===== src/rtl/pipe_fetch.sv =====
// Instruction-fetch stage: owns the PC, addresses the instruction ROM and
// loads the IF/ID register. Redirect outranks stall, and stall outranks advance.
module pipe_fetch #(
  parameter logic [31:0] RESET_PC = 32'h0000_0000,
  parameter int          IM_AW    = 8
) (
  input  logic              clk,
  input  logic              rstn,
  input  logic              stall,
  input  logic              redirect,
  input  logic [31:0]       redirect_pc,
  output logic [IM_AW-1:0]  im_addr,
  input  logic [31:0]       im_dout,
  output logic [31:0]       pc,
  output logic [31:0]       id_pc,
  output logic [31:0]       id_pc4,
  output logic [31:0]       id_instr,
  output logic              id_valid,
  output logic [31:0]       fetch_cnt
);

  // Sequential PC step. The sum is taken modulo 2^32, so 0xFFFF_FFFC wraps to 0.
  function automatic logic [31:0] pc_inc(input logic [31:0] a);
    return a + 32'd4;
  endfunction

  // Clears the byte-offset bits so that every target is word-aligned.
  function automatic logic [31:0] word_align(input logic [31:0] a);
    return a & 32'hFFFF_FFFC;
  endfunction

  logic [31:0] pc4;
  logic [31:0] pc_next;
  logic [31:0] id_pc_next;
  logic [31:0] id_pc4_next;
  logic [31:0] id_instr_next;
  logic        id_valid_next;
  logic [31:0] fetch_cnt_next;

  assign pc4     = pc_inc(pc);
  // The ROM is indexed by word. Upper PC bits are dropped, so PCs past the ROM alias.
  assign im_addr = pc[IM_AW+1:2];

  // Next-state selection. The default holds every register, which covers the stall case.
  always_comb begin
    pc_next        = pc;
    id_pc_next     = id_pc;
    id_pc4_next    = id_pc4;
    id_instr_next  = id_instr;
    id_valid_next  = id_valid;
    fetch_cnt_next = fetch_cnt;
    if (redirect) begin
      // The wrong-path word on im_dout is dropped. IF/ID gets an sll NOP bubble.
      pc_next       = word_align(redirect_pc);
      id_pc_next    = 32'h0000_0000;
      id_pc4_next   = 32'h0000_0000;
      id_instr_next = 32'h0000_0000;
      id_valid_next = 1'b0;
    end else if (!stall) begin
      pc_next        = pc4;
      id_pc_next     = pc;
      id_pc4_next    = pc4;
      id_instr_next  = im_dout;
      id_valid_next  = 1'b1;
      fetch_cnt_next = fetch_cnt + 32'd1;
    end
  end

  // Holds the PC, IF/ID and delivered-count registers. Reset clears them asynchronously.
  always_ff @(posedge clk or negedge rstn) begin
    if (!rstn) begin
      pc        <= RESET_PC;
      id_pc     <= 32'h0000_0000;
      id_pc4    <= 32'h0000_0000;
      id_instr  <= 32'h0000_0000;
      id_valid  <= 1'b0;
      fetch_cnt <= 32'h0000_0000;
    end else begin
      pc        <= pc_next;
      id_pc     <= id_pc_next;
      id_pc4    <= id_pc4_next;
      id_instr  <= id_instr_next;
      id_valid  <= id_valid_next;
      fetch_cnt <= fetch_cnt_next;
    end
  end

endmodule


===== config.mk =====
export PLATFORM = sky130hd
export DESIGN_NAME = pipe_fetch
export DESIGN_NICKNAME = d
export VERILOG_FILES = /design/src/rtl/pipe_fetch.sv
export SDC_FILE = /design/constraint.sdc
export NUM_CORES = 1
export LEC_CHECK = 0
export ABC_AREA = 1
export ABC_CLOCK_PERIOD_IN_PS = 1500
export CORE_MARGIN = 2
export CORE_UTILIZATION = 42
export DETAILED_ROUTE_END_ITERATION = 6
export GPL_ROUTABILITY_DRIVEN = 0
export PLACE_DENSITY = 0.77
export SKIP_CTS_REPAIR_TIMING = 1
export SYNTH_ARGS = -nofsm -noshare
export SYNTH_HDL_FRONTEND = slang
export SYNTH_SLANG_ARGS = --single-unit

===== constraint.sdc =====
create_clock -name clk -period 1.5 [get_ports clk]
set_clock_uncertainty 0.15 [all_clocks]
set_input_delay 0.225 -clock clk [delete_from_list [all_inputs] [get_ports clk]]
set_output_delay 0.225 -clock clk [all_outputs]
set_load 0.03 [all_outputs]

==> summary.txt <==
Run status
  • Status: finished, violations left
  • Failing checks: negative setup slack

Clock network
  • CTS tree: yes
  • Worst skew pair latency: 0.43 ns
  • TritonCTS Sinks: 156
  • CTS Buf Count: 17
  • Root buf cell: clkbuf_16
  • Clk pin slew, worst setup/hold paths: 0.06 ns
  • H-tree lvl count: 4
  • Worst-case clock buffer depth: 2

Finish
  • Nets: 1280
  • Fin cells: 1448
  • Layout cells sized above 1: 38.8%
  • # fillers: 1148
  • N_diodes: 0
  • Layout area overhead: 70.0%

Route
  • Vias: 7613
  • Met2 routed WL: 12800 um
  • Vias per cell: 5.26
  • Highest metal used: met4
  • Final wirelength: 25600 um
  • Detailed-route DRC error count: 0
  • 1st-iter DRT viols: 564
  • Antenna viol nets, final: 0
  • WL/cell: 17.7 um
  • Wire length on met3: 2080 um
  • DRT met1 WL: 9820 um
  • Drt first pass iters: 5

Logic synthesis
  • Avg Inst Size Synth: 8.61 um2
  • Most frequent cell after synthesis: nand2_1
  • Yosys warns: 0
  • Dominant synthesized flop cell: dfrtp_1
  • Area leader, netlist: dfrtp_1
  • Syn Inst Count: 843
  • Netlist Area Pre-Place: 0.00726 mm2
  • Dominant cells by area after synthesis: dfrtp_1, nand2_1, a22o_1, inv_1, nand3_1
  • Post-synth EDFFs: 0
  • Number of synthesized register bits: 156
  • Top cell type's share of synthesized area: 53.8%
  • Synth cell count leaders: nand2_1, dfrtp_1, inv_1, nor2_1
  • Synth async-reset ratio: 100%
  • Sequential-to-total area share from yosys stat: 53.8%
  • Count of cell types in the netlist: 34

Worst setup path
  • Worst setup EP type: flop
  • Crit Path Class: flop to flop
  • Crit-path max FO: 6
  • Cell Chain, Critical Path: buf_6, nand2_2, nor2_4, nand2_2, nor2_4, nand2_1, nand2_1, nand3_2, nand2_1
  • Worst Setup Start Kind: flop
  • Data required time of the critical path: 1.72 ns
  • Critical path arrival: 1.95 ns
  • Slowest cell on crit path: dfrtp_2
  • CP dominant cell by count: nand2_1
  • Worst path max stage delay: 0.41 ns

Global routing
  • Vias in the first global route: 7183
  • Largest net degree at the start of global routing: 44
  • Total global routing overflow: 0
  • GRT Util Overall: 24.7%
  • Initial antenna violation count: 0
  • First-pass GRT wire length: 35500 um

Timing
  • # setup viols final: 77
  • Setup ws final: -0.230 ns
  • Final Hold Fails: 0
  • Setup_tns: -6.72 ns
  • RSZ-0062 raised after global routing: yes
  • Final worst path period share: 115%
  • Final hold slack: 0.0363 ns
  • Pins Over Slew Limit: 0
  • Tmin final: 1.73 ns
  • Max Clk Rate: 0.578 GHz

Die
  • Std cell rows: 48
  • Initial core utilization: 42.4%
  • I/O pins: 237
  • Die Wd: 135 um
  • Area of the core: 0.0171 mm2
  • Die area: 0.0183 mm2
  • Die H: 135 um

Power and ir drop
  • VDD IR max: 0.762 mV
  • Pleak: 0.00682 uW
  • Power density over cell area: 1000 mW/mm2

Job
  • Maxcap violations: 0

Placed design
  • PortBufs: 232
  • Final HPWL DP: 16400 um
  • Post-place setup slack: -0.477 ns
  • Placed cell count: 1359

Min path
  • HP Class: input port to async pin
worst max-delay path, delay by kind of cell (launching register included):
| family | cells | cell delay, ns |
|---|---|---|
| and+or+nand+nor | 8 | 0.97 |
| DFF | 1 | 0.41 |
| buffers and inverters | 1 | 0.12 |
cells by family (layout without fill, tap and decap cells):
group                      count (synthesis)  count (layout)  synth area share, %
and+or+nand+nor                          437             437                 26.4
DFF                                      156             156                 53.8
buffers and inverters                    117             496                 7.19
AOI/OAI and AO/OA                        108             108                 9.52
xor gates and xnor gates                  22              22                 2.66
adders and majority gates                  2               2                0.345
other                                      1               2               0.0517
state kept, by name (all words and copies together) (netlist names):
signal     flops
id_valid       1
id_pc4        30
pc            30
id_pc         31
fetch_cnt     32
id_instr      32
path summary, 6_finish.rpt:
| kind | start | endpoint | slack [ns] | cells past startpoint |
|---|---|---|---|---|
| min in group clk | stall | id_valid | 0.07 | 4 |
| max in group asynchronous | rstn | pc[9] | 0.56 | 3 |
| worst max register to register | pc[3] | pc[19] | -0.23 | 9 |
| worst max-delay path | pc[3] | pc[19] | -0.23 | 9 |
| worst min register to register | id_pc4[19] | id_pc4[19] | 0.33 | 2 |
| worst min-delay path | rstn | fetch_cnt[12] | 0.04 | 2 |
through the flow:
stage / util (%) / power [uW] / instance area (um2)
after floorplan: - / 6260 / 7420
after global placement: 63.0 / 7870 / 10800
after detailed placement: 63.0 / 7910 / 10800
after CTS: 66.2 / 12000 / 11300
after global routing: 72.1 / 12800 / 12300
final: 72.1 / 12400 / 12300
cell type report:
type                    count  area [um2]  share of cell area, %
clock buffers              20         467                   3.78
clock inverters            12        87.6                  0.710
inverters                  78         295                   2.39
multi-input cells         571        3390                   27.5
flip-flops and latches    156        3950                   32.1
well taps                 225         282                   2.28
repair buffers            386        3860                   31.3
cells in the final DEF, fill, tap and decap left out, types with 34 or more instances in the layout:
cell type / instances
nand2_1: 242
dfrtp_1: 116
buf_4: 106
buf_6: 68
inv_1: 67
dlymetal6s2s_1: 63
clkdlybuf4s50_1: 62
clkbuf_2: 49
o21ai_0: 42
dfrtp_2: 40
nand2_2: 34
layer usage:
| layer | vias up | GRT usage [%] |
|---|---|---|
| li1 | 3432 | - |
| met1 | 3706 | 31.0 |
| met2 | 398 | 41.1 |
| met3 | 77 | 6.40 |
| met4 | 0 | 9.49 |
| met5 | - | 0 |
report_power, final:
part	internal [uW]	total [uW]	switching, uW
registers	4540	4890	348
logic	1600	3400	1800
clock network	2250	4090	1830
(Power assumes the default switching activity.)
